File: config.mk
export PLATFORM = sky130hd
export DESIGN_NAME = axis_s_fifo
export DESIGN_NICKNAME = d
export VERILOG_FILES = /design/src/rtl/axis_pkg.sv /design/src/rtl/axis_fifo_mem.sv /design/src/rtl/axis_s_fifo.sv
export SDC_FILE = /design/constraint.sdc
export NUM_CORES = 1
export LEC_CHECK = 0
export BUFFER_PORTS_ARGS = -buffer_cell sky130_fd_sc_hd__buf_2
export CAP_MARGIN = 25
export CELL_PAD_IN_SITES_DETAIL_PLACEMENT = 1
export CELL_PAD_IN_SITES_GLOBAL_PLACEMENT = 2
export CORE_ASPECT_RATIO = 1.75
export CORE_MARGIN = 1
export CORE_UTILIZATION = 30
export DETAILED_ROUTE_END_ITERATION = 12
export MAX_ROUTING_LAYER = met4
export PLACE_DENSITY = 0.59
export SETUP_SLACK_MARGIN = 0.2
export SYNTH_ARGS = -nofsm -noshare
export SYNTH_HDL_FRONTEND = slang
export SYNTH_SLANG_ARGS = --single-unit
export TNS_END_PERCENT = 100
File: constraint.sdc
create_clock -name aclk -period 11.3 [get_ports aclk]
set_input_delay 1.13 -clock aclk [delete_from_list [all_inputs] [get_ports aclk]]
set_output_delay 1.13 -clock aclk [all_outputs]
set_load 0.01 [all_outputs]
File: src/rtl/axis_pkg.sv
// axis_pkg: shared defaults, address-width helper and FIFO entry layout for axis_s_fifo.
package axis_pkg;
    localparam int DATA_WIDTH_DEF = 32;
    localparam int DEPTH_DEF = 8;
    function automatic int addr_w(input int depth);
        return $clog2(depth);
    endfunction
    typedef struct packed {
        logic                      last;
        logic [DATA_WIDTH_DEF-1:0] data;
    } entry_t;
endpackage

File: src/rtl/axis_fifo_mem.sv
// axis_fifo_mem: DEPTH x W register array with one write port and an asynchronous read port.
module axis_fifo_mem
    import axis_pkg::*;
#(
    parameter int W      = DATA_WIDTH_DEF + 1,
    parameter int DEPTH  = DEPTH_DEF,
    parameter int ADDR_W = addr_w(DEPTH)
) (
    input  logic              clk,
    input  logic              we_i,
    input  logic [ADDR_W-1:0] waddr_i,
    input  logic [W-1:0]      wdata_i,
    input  logic [ADDR_W-1:0] raddr_i,
    output logic [W-1:0]      rdata_o
);
    logic [W-1:0] mem_q [DEPTH];
    always_ff @(posedge clk) begin
        if (we_i) mem_q[waddr_i] <= wdata_i;
    end
    assign rdata_o = mem_q[raddr_i];
endmodule

File: src/rtl/axis_s_fifo.sv
// axis_s_fifo: AXI-Stream slave with a DEPTH-entry first-word-fall-through FIFO and packet tracking.
// Define AXIS_S_FIFO_STORE_FWD_EN to hold the head until a whole packet is stored.
module axis_s_fifo
    import axis_pkg::*;
#(
    parameter int DATA_WIDTH = DATA_WIDTH_DEF,
    parameter int DEPTH      = DEPTH_DEF,
    parameter int CNT_WIDTH  = 16
) (
    input  logic                       aclk,
    input  logic                       areset,
    input  logic                       ready,
    input  logic                       tvalid,
    output logic                       tready,
    input  logic [DATA_WIDTH-1:0]      tdata,
    input  logic                       tlast,
    output logic                       out_valid,
    input  logic                       out_ready,
    output logic [DATA_WIDTH-1:0]      out_data,
    output logic                       out_last,
    output logic [$clog2(DEPTH):0]     level,
    output logic                       finish,
    output logic [CNT_WIDTH-1:0]       pkt_count,
    output logic                       pkt_err
);
    localparam int ADDR_W = addr_w(DEPTH);
    localparam int LW     = ADDR_W + 1;
    typedef struct packed {
        logic                  last;
        logic [DATA_WIDTH-1:0] data;
    } ent_t;
    logic [ADDR_W-1:0]    wr_q, wr_d, rd_q, rd_d;
    logic [LW-1:0]        lvl_q, lvl_d;
    logic                 fin_q, fin_d;
    logic [CNT_WIDTH-1:0] cnt_q, cnt_d;
    logic                 full, empty, push, pop, head_ok;
    ent_t                 wr_ent, rd_ent;

    axis_fifo_mem #(.W(DATA_WIDTH + 1), .DEPTH(DEPTH), .ADDR_W(ADDR_W)) u_mem (
        .clk    (aclk),
        .we_i   (push),
        .waddr_i(wr_q),
        .wdata_i(wr_ent),
        .raddr_i(rd_q),
        .rdata_o(rd_ent)
    );

    assign full      = lvl_q == LW'(DEPTH);
    assign empty     = lvl_q == '0;
    assign tready    = ready && !full && !areset;
    assign push      = tvalid && tready;
    assign out_valid = !empty && head_ok;
    assign pop       = out_valid && out_ready;
    assign wr_ent    = ent_t'{last: tlast, data: tdata};
    assign out_data  = out_valid ? rd_ent.data : '0;
    assign out_last  = out_valid && rd_ent.last;
    assign level     = lvl_q;
    assign finish    = fin_q;
    assign pkt_count = cnt_q;

    always_comb begin
        wr_d  = push ? wr_q + ADDR_W'(1) : wr_q;
        rd_d  = pop ? rd_q + ADDR_W'(1) : rd_q;
        lvl_d = lvl_q + LW'(push) - LW'(pop);
        fin_d = push && tlast;
        cnt_d = cnt_q + CNT_WIDTH'(fin_d);
    end

    always_ff @(posedge aclk) begin
        if (areset) begin
            wr_q  <= '0;
            rd_q  <= '0;
            lvl_q <= '0;
            fin_q <= 1'b0;
            cnt_q <= '0;
        end else begin
            wr_q  <= wr_d;
            rd_q  <= rd_d;
            lvl_q <= lvl_d;
            fin_q <= fin_d;
            cnt_q <= cnt_d;
        end
    end

`ifdef AXIS_S_FIFO_STORE_FWD_EN
    logic [LW-1:0] cpl_q, cpl_d;
    logic          rel_q, rel_d, err_q, err_d, stuck;
    // A full FIFO holding no tlast can never complete: flag it and drain cut-through.
    always_comb begin
        stuck = full && cpl_q == '0;
        cpl_d = cpl_q + LW'(push && tlast) - LW'(pop && rd_ent.last);
        rel_d = stuck ? 1'b1 : (pop && rd_ent.last) ? 1'b0 : rel_q;
        err_d = err_q || stuck;
    end
    always_ff @(posedge aclk) begin
        if (areset) begin
            cpl_q <= '0;
            rel_q <= 1'b0;
            err_q <= 1'b0;
        end else begin
            cpl_q <= cpl_d;
            rel_q <= rel_d;
            err_q <= err_d;
        end
    end
    assign head_ok = cpl_q != '0 || rel_q;
    assign pkt_err = err_q;
`else
    assign head_ok = 1'b1;
    assign pkt_err = 1'b0;
`endif
endmodule

==> metrics.txt, run 1 <==
# TYPE chip_impl_metric gauge
chip_impl_metric{name="timing.critical_path.slowest_cell_delay",unit="ns"} 0.96
chip_impl_metric{name="stdcell_area",unit="mm2"} 0.0136
chip_impl_metric{name="fmax",unit="MHz"} 221
chip_impl_metric{name="synthesis.nets",unit=""} 751
chip_impl_metric{name="power-per-cell-area",unit="mW/mm2"} 195
chip_impl_metric{name="syn_avg_cell_area",unit="um2"} 16.6
chip_impl_metric{name="cell_area_after_technology_mapping",unit="mm2"} 0.0117
chip_impl_metric{name="synth-async-reset-ratio",unit="%"} 0
chip_impl_metric{name="post-synth-top-area-fraction",unit="%"} 67.9
chip_impl_metric{name="synth_cell_type_count",unit=""} 40
chip_impl_metric{name="post_cts_resized",unit=""} 0
chip_impl_metric{name="finalCritPeriodShare",unit="%"} 40.0
chip_impl_info{name="mostFrequentLayoutCells",value="edfxtp_1, mux2_2, buf_2"} 1
chip_impl_info{name="tritoncts",value="built"} 1
chip_impl_metric{name="place.gp.congestion",unit=""} 0.671
chip_impl_metric{name="ys_seq_elements",unit=""} 294
chip_impl_info{name="path_class",value="reg2out"} 1
chip_impl_metric{name="fin_crit",unit="ns"} 4.52
chip_impl_metric{name="hold_slack",unit="ns"} 0.506
chip_impl_metric{name="design.die.area",unit="mm2"} 0.0398
chip_impl_metric{name="core.rowCount",unit=""} 95
chip_impl_info{name="min_path_type",value="reg2reg"} 1
chip_impl_metric{name="clock_tree.buffer_depth",unit=""} 3
chip_impl_metric{name="yosys_warnings",unit=""} 0
chip_impl_metric{name="core_region_area",unit="mm2"} 0.0384
chip_impl_metric{name="required",unit="ns"} 10.17
chip_impl_info{name="crit_path_end_kind",value="output port"} 1
chip_impl_metric{name="number_of_antenna_violations_at_the_first_check_in_global_routing",unit=""} 3
chip_impl_metric{name="htreeDepth",unit=""} 1
chip_impl_metric{name="worstPathArrival",unit="ns"} 3.39
chip_impl_info{name="postSynth.topFlopCell",value="edfxtp_1"} 1
chip_impl_info{name="synth_area_leaders",value="edfxtp_1, mux2_2, dfxtp_1"} 1
chip_impl_metric{name="die_height",unit="um"} 263
chip_impl_info{name="critical_path.cell_chain",value="buf_4 > mux2_2 > o22ai_1 > nor3_1 > buf_2"} 1
chip_impl_metric{name="port_buffers",unit=""} 93
chip_impl_metric{name="syn2layout_area_growth",unit="%"} 16.6
chip_impl_metric{name="report.final.slew_viol_count",unit=""} 0
chip_impl_info{name="run_status",value="finished clean"} 1
chip_impl_info{name="rsz0062_at_grt",value="false"} 1
chip_impl_metric{name="initialDrtViolationCount",unit=""} 291
chip_impl_metric{name="sequential_cell_area",unit="mm2"} 0.00853
chip_impl_metric{name="route.vias.total",unit=""} 6460
chip_impl_metric{name="area_after_detailed_placement",unit="mm2"} 0.0127
chip_impl_metric{name="first_global_vias",unit=""} 7131
chip_impl_metric{name="seq_area_frac_synth",unit="%"} 73.0
chip_impl_metric{name="clk-insertion-delay-late",unit="ns"} 0.55
chip_impl_metric{name="detail_route.wirelength",unit="um"} 27500
chip_impl_info{name="final_common_cell",value="edfxtp_1"} 1
chip_impl_metric{name="die_extent_in_x",unit="um"} 151
chip_impl_metric{name="grt_start_max_net_pins",unit=""} 69
chip_impl_metric{name="timing.max_slew.rel_slack",unit="%"} 37.3
chip_impl_metric{name="post_route_cells_drive_above_1_share",unit="%"} 36.8
chip_impl_metric{name="final_number_of_setup_violating_endpoints",unit=""} 0
chip_impl_metric{name="max_cap_violations",unit=""} 0
chip_impl_metric{name="clk_transition_reported_paths",unit="ns"} 0.06
chip_impl_metric{name="design.portCount",unit=""} 95
chip_impl_metric{name="multi_input_area",unit="mm2"} 0.00296
chip_impl_metric{name="vdd_ir_drop_max",unit="mV"} 0.105
chip_impl_info{name="critPathLaunchType",value="flop"} 1
chip_impl_metric{name="grt_first_pass_wirelength",unit="um"} 42600
chip_impl_metric{name="clock_sinks",unit=""} 294
chip_impl_metric{name="fillerInstances",unit=""} 3908
chip_impl_info{name="yosys.area.top_type",value="edfxtp_1"} 1
chip_impl_metric{name="final_hold_viol_count",unit=""} 0
chip_impl_metric{name="tightest_slew",unit="ns"} 0.941
chip_impl_metric{name="first_pass_iters",unit=""} 4
chip_impl_metric{name="global_route.usage.total",unit="%"} 14.8
chip_impl_metric{name="detail_route.drc_violations",unit=""} 0
chip_impl_metric{name="numCtsBuffers",unit=""} 27
chip_impl_metric{name="power.static_leakage",unit="nW"} 4.50
chip_impl_metric{name="floorplan.initialDensity",unit="%"} 30.4
chip_impl_metric{name="skew",unit="ns"} 0.0163
chip_impl_metric{name="via_density_per_instance",unit=""} 4.94
chip_impl_metric{name="grt_remaining_overflow",unit=""} 0
chip_impl_metric{name="ctsHoldBuffers",unit=""} 0
chip_impl_metric{name="dp_hpwl",unit="um"} 14700
chip_impl_metric{name="antenna_left",unit=""} 0
chip_impl_metric{name="post_cts_buffers",unit=""} 0
chip_impl_info{name="root_buffer",value="clkbuf_16"} 1
chip_impl_metric{name="final_net_count",unit=""} 848
chip_impl_info{name="cpMaxStageDelayCell",value="dfxtp_4"} 1
chip_impl_metric{name="tns",unit="ns"} 0
chip_impl_metric{name="post_synth_edffs",unit=""} 264
chip_impl_metric{name="timing.critical_path.fanout_max",unit=""} 68
chip_impl_metric{name="netlist_instances",unit=""} 702
chip_impl_metric{name="detail_route.wl_per_cell",unit="um"} 21.0
==> report_power, final <==
part           switching, mW  internal (mW)  total [mW]
sequential            0.0309           1.20        1.23
clock                  0.394          0.524       0.918
combinational          0.297          0.214       0.511
==> layout make-up <==
cell class,instances,share of cell area (%)
Antenna cell,3,0.0551
Clock buffer,38,5.41
Clock inverter,12,1.02
Inverter,12,0.331
Multi-Input combinational cell,357,21.7
Sequential cell,294,62.6
Tap cell,485,4.45
Timing Repair Buffer,107,4.37
==> per-layer routing <==
metal / vias up / GRT usage, % / wire [um] / share of wire (%)
li1: 2957 / - / - / -
met2: 98 / 26.1 / 14500 / 53
met4: 0 / 4.11 / 525 / 1.9
met1: 3368 / 16.8 / 11300 / 41
met5: - / - / 0 / 0
met3: 37 / 2.65 / 1100 / 4.0
==> sequential cells by signal (all words and copies together), names as in the netlist, named ones only <==
| name | flops |
|---|---|
| finish | 1 |
| u_mem.mem_q | 264 |
| wr_q | 3 |
| rd_q | 3 |
| pkt_count | 16 |
| level | 4 |
==> metrics by stage <==
| step | setup slack [ns] | std cells | power, mW | util (%) |
|---|---|---|---|---|
| finish | 6.78 | 1308 | 2.66 | 35.5 |
| global route | 6.56 | 1308 | 2.79 | 35.5 |
| CTS | 6.64 | 1303 | 2.70 | 35.4 |
| detailed placement | 7.22 | 1253 | 1.78 | 33.1 |
| global placement | 7.22 | 1253 | 1.77 | 33.1 |
| floorplan | 6.02 | 702 | 1.57 | - |
==> worst paths after layout <==
check | from | endpoint | slack, ns | cells past startpoint
setup / recovery | flop | out_data[7] | 6.78 | 5
hold / removal | rd_q[1] | flop | 0.51 | 2
setup reg to reg | level[2] | level[3] | 8.58 | 10
hold reg to reg | rd_q[1] | flop | 0.51 | 2
==> synthesized netlist by cell type, types with 3 or more instances <==
cell	instances
nand4_1	3
buf_2	6
clkbuf_1	19
o21ai_0	8
or4_1	4
nand3_1	7
nand2b_1	4
o22ai_1	66
nor2b_1	7
a21oi_1	14
or3_1	5
nand2_1	8
edfxtp_1	264
ha_1	10
nor2_1	17
nor3_1	37
mux2_2	137
xor2_1	3
inv_1	12
o31ai_1	4
buf_4	10
dfxtp_1	30
nor4_1	5
==> worst max-delay path, delay by kind of cell, from the launching register on <==
| family | cells | cell delay (ns) |
|---|---|---|
| DFF | 1 | 0.96 |
| muxes | 1 | 0.31 |
| buffers and inverters | 2 | 1.04 |
| AOI/OAI and AO/OA | 1 | 0.07 |
| and+or+nand+nor | 1 | 0.35 |
==> kinds of logic after synthesis <==
kind of cell | after synthesis | share of synthesized area (%)
DFF | 294 | 73.0
xor gates and xnor gates | 4 | 0.300
adders and majority gates | 11 | 1.24
buffers and inverters | 51 | 2.15
other | 1 | 0.0321
and+or+nand+nor | 109 | 5.10
AOI/OAI and AO/OA | 95 | 4.95
muxes | 137 | 13.2
Note: power is estimated with default switching activity, not from simulation.
==> inputs of run 2 (changes only) <==
--- a/config.mk
+++ b/config.mk
@@ -5,6 +5,7 @@
 export SDC_FILE = /design/constraint.sdc
 export NUM_CORES = 1
 export LEC_CHECK = 0
+export ABC_AREA = 1
 export BUFFER_PORTS_ARGS = -buffer_cell sky130_fd_sc_hd__buf_2
 export CAP_MARGIN = 25
 export CELL_PAD_IN_SITES_DETAIL_PLACEMENT = 1
@@ -14,7 +15,7 @@
 export CORE_UTILIZATION = 30
 export DETAILED_ROUTE_END_ITERATION = 12
 export MAX_ROUTING_LAYER = met4
-export PLACE_DENSITY = 0.59
+export PLACE_DENSITY = 0.67
 export SETUP_SLACK_MARGIN = 0.2
 export SYNTH_ARGS = -nofsm -noshare
 export SYNTH_HDL_FRONTEND = slang
==> constraint.sdc (replaced) <==
create_clock -name aclk -period 3.7 [get_ports aclk]
set_input_delay 0.37 -clock aclk [delete_from_list [all_inputs] [get_ports aclk]]
set_output_delay 0.37 -clock aclk [all_outputs]
set_load 0.01 [all_outputs]
==> metrics.txt, run 2 <==
# TYPE chip_impl_metric gauge
chip_impl_metric{name="die_height",unit="um"} 268
chip_impl_metric{name="post_cts_resized",unit=""} 0
chip_impl_metric{name="synthesis.nets",unit=""} 1177
chip_impl_metric{name="stdcell_area",unit="mm2"} 0.0140
chip_impl_metric{name="grt_first_pass_wirelength",unit="um"} 49000
chip_impl_info{name="path_class",value="reg2out"} 1
chip_impl_metric{name="tns",unit="ns"} 0
chip_impl_metric{name="post_cts_buffers",unit=""} 0
chip_impl_info{name="worst_hold_startpoint",value="tdata[31]"} 1
chip_impl_metric{name="max_cap_violations",unit=""} 0
chip_impl_metric{name="worstPathArrival",unit="ns"} 2.50
chip_impl_metric{name="route.vias.total",unit=""} 8166
chip_impl_metric{name="final_hold_viol_count",unit=""} 0
chip_impl_metric{name="syn_avg_cell_area",unit="um2"} 10.7
chip_impl_metric{name="skew",unit="ns"} 0.00811
chip_impl_metric{name="ctsHoldBuffers",unit=""} 0
chip_impl_metric{name="via_density_per_instance",unit=""} 4.72
chip_impl_metric{name="post-synth-top-area-fraction",unit="%"} 65.5
chip_impl_info{name="netlist_top_cells_count",value="nor2_1, edfxtp_1, nand2_1, o21ai_0, inv_1"} 1
chip_impl_metric{name="antenna_left",unit=""} 0
chip_impl_info{name="final_common_cell",value="nor2_1"} 1
chip_impl_metric{name="placedCellCount",unit=""} 1678
chip_impl_metric{name="report.final.slew_viol_count",unit=""} 0
chip_impl_metric{name="first_global_vias",unit=""} 8881
chip_impl_metric{name="clock_tree.buffer_depth",unit=""} 3
chip_impl_info{name="mostFrequentLayoutCells",value="nor2_1, edfxtp_1, nand2_1"} 1
chip_impl_metric{name="dp_hpwl",unit="um"} 18500
chip_impl_metric{name="finalCritPeriodShare",unit="%"} 77.6
chip_impl_metric{name="numCtsBuffers",unit=""} 28
chip_impl_metric{name="syn2layout_area_growth",unit="%"} 15.8
chip_impl_metric{name="cell_area_after_technology_mapping",unit="mm2"} 0.0121
chip_impl_metric{name="largest_register_ffs",unit=""} 264
chip_impl_info{name="tritoncts",value="built"} 1
chip_impl_metric{name="global_route.usage.total",unit="%"} 15.8
chip_impl_metric{name="clock_sinks",unit=""} 294
chip_impl_info{name="critPathLaunchType",value="flop"} 1
chip_impl_metric{name="die_extent_in_x",unit="um"} 154
chip_impl_metric{name="detail_route.wl_per_cell",unit="um"} 17.8
chip_impl_info{name="synth_area_leaders",value="edfxtp_1, nor2_1, o21ai_0"} 1
chip_impl_metric{name="core_region_area",unit="mm2"} 0.0399
chip_impl_metric{name="initialDrtViolationCount",unit=""} 405
chip_impl_metric{name="fin_total_pwr",unit="mW"} 8.91
chip_impl_metric{name="final_number_of_setup_violating_endpoints",unit=""} 0
chip_impl_metric{name="yosys_warnings",unit=""} 0
chip_impl_metric{name="post_route_cells_drive_above_1_share",unit="%"} 12.6
chip_impl_metric{name="synth-async-reset-ratio",unit="%"} 0
chip_impl_metric{name="fmax",unit="MHz"} 348
chip_impl_metric{name="required",unit="ns"} 3.33
chip_impl_metric{name="design.portCount",unit=""} 95
chip_impl_info{name="crit_path_end_kind",value="output port"} 1
chip_impl_metric{name="tightest_slew",unit="ns"} 0.875
chip_impl_metric{name="clk_transition_reported_paths",unit="ns"} 0.06
chip_impl_metric{name="fillerInstances",unit=""} 4419
chip_impl_info{name="yosys.area.top_type",value="edfxtp_1"} 1
chip_impl_metric{name="timing.critical_path.fanout_max",unit=""} 66
chip_impl_metric{name="post_synth_edffs",unit=""} 264
chip_impl_metric{name="detail_route.wirelength",unit="um"} 30800
chip_impl_metric{name="grt_start_max_net_pins",unit=""} 166
chip_impl_info{name="max_flop_register",value="u_mem.mem_q"} 1
chip_impl_metric{name="seq_area_frac_synth",unit="%"} 70.5
chip_impl_metric{name="netlist_instances",unit=""} 1128
chip_impl_metric{name="final_net_count",unit=""} 1262
chip_impl_metric{name="core.rowCount",unit=""} 97
chip_impl_metric{name="power.static_leakage",unit="nW"} 5.20
chip_impl_metric{name="timing.max_slew.rel_slack",unit="%"} 41.7
chip_impl_metric{name="ys_seq_elements",unit=""} 294
chip_impl_metric{name="floorplan.initialDensity",unit="%"} 30.3
chip_impl_info{name="synth.most_common_cell",value="nor2_1"} 1
chip_impl_metric{name="synth_cell_type_count",unit=""} 24
chip_impl_metric{name="grt_remaining_overflow",unit=""} 0
chip_impl_info{name="min_path_type",value="in2reg"} 1
chip_impl_metric{name="design.die.area",unit="mm2"} 0.0412
chip_impl_info{name="postSynth.topFlopCell",value="edfxtp_1"} 1
chip_impl_metric{name="number_of_antenna_violations_at_the_first_check_in_global_routing",unit=""} 1
chip_impl_metric{name="vdd_ir_drop_max",unit="mV"} 0.382
chip_impl_metric{name="fin_crit",unit="ns"} 2.87
chip_impl_info{name="run_status",value="finished clean"} 1
chip_impl_metric{name="port_buffers",unit=""} 93
chip_impl_metric{name="area_after_detailed_placement",unit="mm2"} 0.0132
chip_impl_metric{name="detail_route.drc_violations",unit=""} 0
chip_impl_metric{name="htreeDepth",unit=""} 1
chip_impl_info{name="root_buffer",value="clkbuf_16"} 1
chip_impl_info{name="regToRegStartpoint",value="level[2]"} 1
chip_impl_metric{name="instances_no_fill",unit=""} 1731
chip_impl_metric{name="first_pass_iters",unit=""} 4
chip_impl_info{name="rsz0062_at_grt",value="false"} 1
chip_impl_metric{name="clk-insertion-delay-late",unit="ns"} 0.55
chip_impl_metric{name="place.gp.congestion",unit=""} 0.737
chip_impl_metric{name="power-per-cell-area",unit="mW/mm2"} 636
run 2: kinds of logic after synthesis:
kind of cell	Yosys count	share of synthesized area, %
buf+inv	126	4.51
xor+xnor	2	0.145
fa+ha+maj	11	1.20
flops	294	70.5
compound gates	153	6.33
other cells	1	0.0310
simple gates	541	17.3
run 2: cell type report:
| type | instances | area, um2 | share of cell area (%) |
|---|---|---|---|
| Clock inverter | 2 | 35.0 | 0.250 |
| Tap cell | 495 | 619 | 4.42 |
| Sequential cell | 294 | 8530 | 60.9 |
| Multi-Input combinational cell | 708 | 3100 | 22.1 |
| Clock buffer | 50 | 825 | 5.88 |
| Inverter | 71 | 269 | 1.92 |
| Timing Repair Buffer | 110 | 643 | 4.59 |
| Antenna cell | 1 | 2.50 | 0.0178 |
run 2: critical path: stages (launching register included):
cell and delay, ns:
dfxtp_4 0.35, inv_2 0.45, buf_12 0.36, o21ai_0 0.12
o21ai_1 0.20, nor2_1 0.06, nor2_1 0.19, buf_2 0.17
run 2: metrics by stage:
| stage | worst slack (ns) | util [%] | hold slack (ns) |
|---|---|---|---|
| finish | 0.827 | 35.1 | 0.0972 |
| global route | 0.645 | 35.1 | 0.0832 |
| CTS | 0.765 | 35.1 | 0.0636 |
| detailed placement | 0.804 | 33.0 | 0.483 |
| global placement | 0.797 | 33.0 | 0.489 |
| floorplan | 0.722 | - | 0.448 |
run 2: where the power goes:
| group | switching [mW] | internal (mW) | total [mW] |
|---|---|---|---|
| Sequential | 0.0403 | 3.69 | 3.73 |
| Combinational | 1.64 | 0.761 | 2.41 |
| Clock | 1.21 | 1.56 | 2.77 |
| Total | 2.89 | 6.02 | 8.91 |
run 2: worst paths after layout:
| kind | endpoint | slack [ns] | cells past startpoint |
|---|---|---|---|
| setup / recovery | out_data[28] | 0.83 | 7 |
| hold / removal | u_mem.mem_q[7][31] | 0.1 | 1 |
| setup reg to reg | pkt_count[12] | 1.27 | 13 |
| hold reg to reg | flop | 0.50 | 2 |
run 2: routing by layer:
metal  vias up  GRT usage (%)  share of wire (%)
li1       3944              -                  -
met1      4076           16.5                 39
met2       109           30.8                 56
met3        37           2.12                3.2
met4         0           4.32                1.8
met5         -              -                  0
==> inputs of run 3 (changes only) <==
==> constraint.sdc (replaced) <==
create_clock -name aclk -period 2.6 [get_ports aclk]
set_input_delay 0.26 -clock aclk [delete_from_list [all_inputs] [get_ports aclk]]
set_output_delay 0.26 -clock aclk [all_outputs]
set_load 0.01 [all_outputs]
==> metrics.txt, run 3 (synthesis gave the netlist of run 2 again) <==
# TYPE chip_impl_metric gauge
chip_impl_info{name="run_status",value="finished clean"} 1
chip_impl_metric{name="worst_r2r_path_depth",unit=""} 9
chip_impl_metric{name="clock_sinks",unit=""} 294
chip_impl_metric{name="required",unit="ns"} 2.34
chip_impl_metric{name="drt-met1-wl",unit="um"} 13000
chip_impl_metric{name="clk_transition_reported_paths",unit="ns"} 0.07
chip_impl_info{name="final_common_cell",value="nor2_1"} 1
chip_impl_metric{name="largest_register_ffs",unit=""} 264
chip_impl_metric{name="max_cap_violations",unit=""} 0
chip_impl_metric{name="post_route_cells_drive_above_1_share",unit="%"} 16.8
chip_impl_metric{name="p_switching",unit="mW"} 4.47
chip_impl_metric{name="core_region_area",unit="mm2"} 0.0399
chip_impl_metric{name="skew",unit="ns"} 0.0182
chip_impl_metric{name="initialDrtViolationCount",unit=""} 347
chip_impl_metric{name="design.portCount",unit=""} 95
chip_impl_info{name="critPathLaunchType",value="flop"} 1
chip_impl_info{name="path_class",value="reg2out"} 1
chip_impl_info{name="rsz0062_at_grt",value="true"} 1
chip_impl_metric{name="first_global_vias",unit=""} 9024
chip_impl_metric{name="numCtsBuffers",unit=""} 29
chip_impl_metric{name="syn2layout_area_growth",unit="%"} 23.2
chip_impl_metric{name="fillerInstances",unit=""} 4396
chip_impl_metric{name="first_pass_iters",unit=""} 4
chip_impl_info{name="tritoncts",value="built"} 1
chip_impl_info{name="crit_path_end_kind",value="output port"} 1
chip_impl_metric{name="sequential_cell_area",unit="mm2"} 0.00854
chip_impl_metric{name="p_seq_share",unit="%"} 39.1
chip_impl_metric{name="floorplan.initialDensity",unit="%"} 30.3
chip_impl_metric{name="report.final.slew_viol_count",unit=""} 0
chip_impl_metric{name="via_density_per_instance",unit=""} 4.71
chip_impl_metric{name="global_route.usage.total",unit="%"} 17.0
chip_impl_metric{name="timing.reg2reg.setup_slack",unit="ns"} 0.38
chip_impl_info{name="r2r-end",value="u_mem.mem_q[6][29]"} 1
chip_impl_metric{name="holdPathStages",unit=""} 1
chip_impl_info{name="worst_hold_startpoint",value="tdata[26]"} 1
chip_impl_metric{name="tns",unit="ns"} 0
chip_impl_metric{name="place.gp.congestion",unit=""} 0.738
chip_impl_metric{name="grt_start_max_net_pins",unit=""} 50
chip_impl_info{name="max_flop_register",value="u_mem.mem_q"} 1
chip_impl_metric{name="detail_route.wl_per_cell",unit="um"} 18.9
chip_impl_metric{name="clk-insertion-delay-late",unit="ns"} 0.56
chip_impl_metric{name="power-per-cell-area",unit="mW/mm2"} 915
chip_impl_metric{name="vdd_ir_drop_max",unit="mV"} 0.464
chip_impl_info{name="maxUsedRoutingLayer",value="met4"} 1
chip_impl_metric{name="clock_tree.buffer_depth",unit=""} 3
chip_impl_info{name="holdPathEnd",value="u_mem.mem_q[0][26]"} 1
chip_impl_metric{name="detail_route.wirelength",unit="um"} 33600
chip_impl_info{name="regToRegStartpoint",value="level[2]"} 1
chip_impl_metric{name="core.rowCount",unit=""} 97
chip_impl_metric{name="fmax",unit="MHz"} 432
chip_impl_metric{name="grt_remaining_overflow",unit=""} 0
chip_impl_metric{name="final_hold_viol_count",unit=""} 0
chip_impl_metric{name="met2WireLength",unit="um"} 18800
chip_impl_metric{name="power.share.switching",unit="%"} 32.8
chip_impl_metric{name="detail_route.drc_violations",unit=""} 0
chip_impl_metric{name="power.static_leakage",unit="nW"} 5.59
chip_impl_info{name="mostFrequentLayoutCells",value="nor2_1, edfxtp_1, nand2_1"} 1
chip_impl_metric{name="clock_power_share",unit="%"} 31.5
chip_impl_metric{name="final_number_of_setup_violating_endpoints",unit=""} 0
chip_impl_metric{name="placedCellCount",unit=""} 1699
chip_impl_info{name="root_buffer",value="clkbuf_16"} 1
chip_impl_metric{name="met3WireLength",unit="um"} 978
chip_impl_metric{name="fin_crit",unit="ns"} 2.31
chip_impl_metric{name="dp_hpwl",unit="um"} 20300
chip_impl_metric{name="route.vias.total",unit=""} 8381
chip_impl_metric{name="port_buffers",unit=""} 93
chip_impl_metric{name="timing.critical_path.fanout_max",unit=""} 25
chip_impl_metric{name="design.die.area",unit="mm2"} 0.0412
chip_impl_metric{name="multi_input_area",unit="mm2"} 0.00314
chip_impl_metric{name="final_net_count",unit=""} 1312
chip_impl_metric{name="number_of_antenna_violations_at_the_first_check_in_global_routing",unit=""} 0
chip_impl_metric{name="p_comb_share",unit="%"} 29.4
chip_impl_metric{name="die_height",unit="um"} 268
chip_impl_metric{name="worstPathArrival",unit="ns"} 2.05
chip_impl_metric{name="die_extent_in_x",unit="um"} 154
chip_impl_metric{name="htreeDepth",unit=""} 1
chip_impl_metric{name="grt_first_pass_wirelength",unit="um"} 51600
chip_impl_metric{name="p_int",unit="mW"} 9.16
chip_impl_metric{name="instances_no_fill",unit=""} 1780
chip_impl_metric{name="antenna_cells_inserted",unit=""} 0
chip_impl_metric{name="antenna_left",unit=""} 0
chip_impl_metric{name="finalCritPeriodShare",unit="%"} 88.9
chip_impl_info{name="min_path_type",value="in2reg"} 1
## run 3: worst max-delay path by stage
stage / from / endpoint / slack, ns / cells past startpoint
3_5_place_dp: level[2] / pkt_count[12] / 0.22 / 12
2_1_floorplan: level[2] / u_mem.mem_q[1][0] / 0.12 / 7
4_1_cts: flop / out_data[9] / 0.20 / 7
5_1_grt: flop / out_data[13] / 0.14 / 7
6_report: flop / out_data[14] / 0.29 / 7
3_3_place_gp: level[2] / pkt_count[12] / 0.29 / 12
## run 3: repair_timing
action / 4_1_cts / 5_1_grt
pin swaps: 1 / 9
setup endpoints to repair: 35 / 125
resized for setup: 23 / 30
hold buffers: 20 / 0
hold endpoints to repair: 135 / 0
setup buffers: 1 / 2
cloned: 5 / 0
## run 3: worst max-delay path, stage by stage, from the launching register on
cell and delay (ns):
dfxtp_4 0.40, inv_4 0.09, bufbuf_16 0.33, o21ai_0 0.16, o21ai_0 0.12, nor2_1 0.18, nor2_1 0.06, buf_2 0.14
## run 3: cell type report
type	count	area share, %
Sequential cell	294	57.3
Multi-Input combinational cell	708	21.1
Timing Repair Buffer	159	9.14
Clock buffer	36	5.61
Tap cell	495	4.15
Inverter	71	1.85
Clock inverter	17	0.923
## run 3: per-stage QoR
step           worst slack [ns]  utilization (%)  hold slack (ns)  instance area [um2]  power, mW
6_report                  0.288             37.3          0.00953                14900       13.6
5_1_grt                   0.139             37.3          0.00102                14900       14.4
4_1_cts                   0.201             37.1          0.00134                14800       13.8
3_5_place_dp              0.219             33.5            0.486                13400       9.05
3_3_place_gp              0.294             33.5            0.468                13400       9.01
2_1_floorplan             0.120                -            0.338                12100       7.64
## run 3: power by group through the flow
| stage | clock (mW) | sequential (mW) | combinational, mW |
|---|---|---|---|
| floorplan | 0 | 5.41 | 2.23 |
| global placement | 0 | 5.42 | 3.58 |
| detailed placement | 0 | 5.43 | 3.63 |
| CTS | 4.41 | 5.34 | 4.06 |
| global route | 4.57 | 5.35 | 4.50 |
| finish | 4.30 | 5.34 | 4.00 |
## run 3: routing by layer
layer | GRT usage [%] | vias up
met4 | 5.43 | 0
li1 | - | 4053
met5 | - | -
met1 | 17.7 | 4159
met3 | 2.20 | 48
met2 | 32.8 | 121
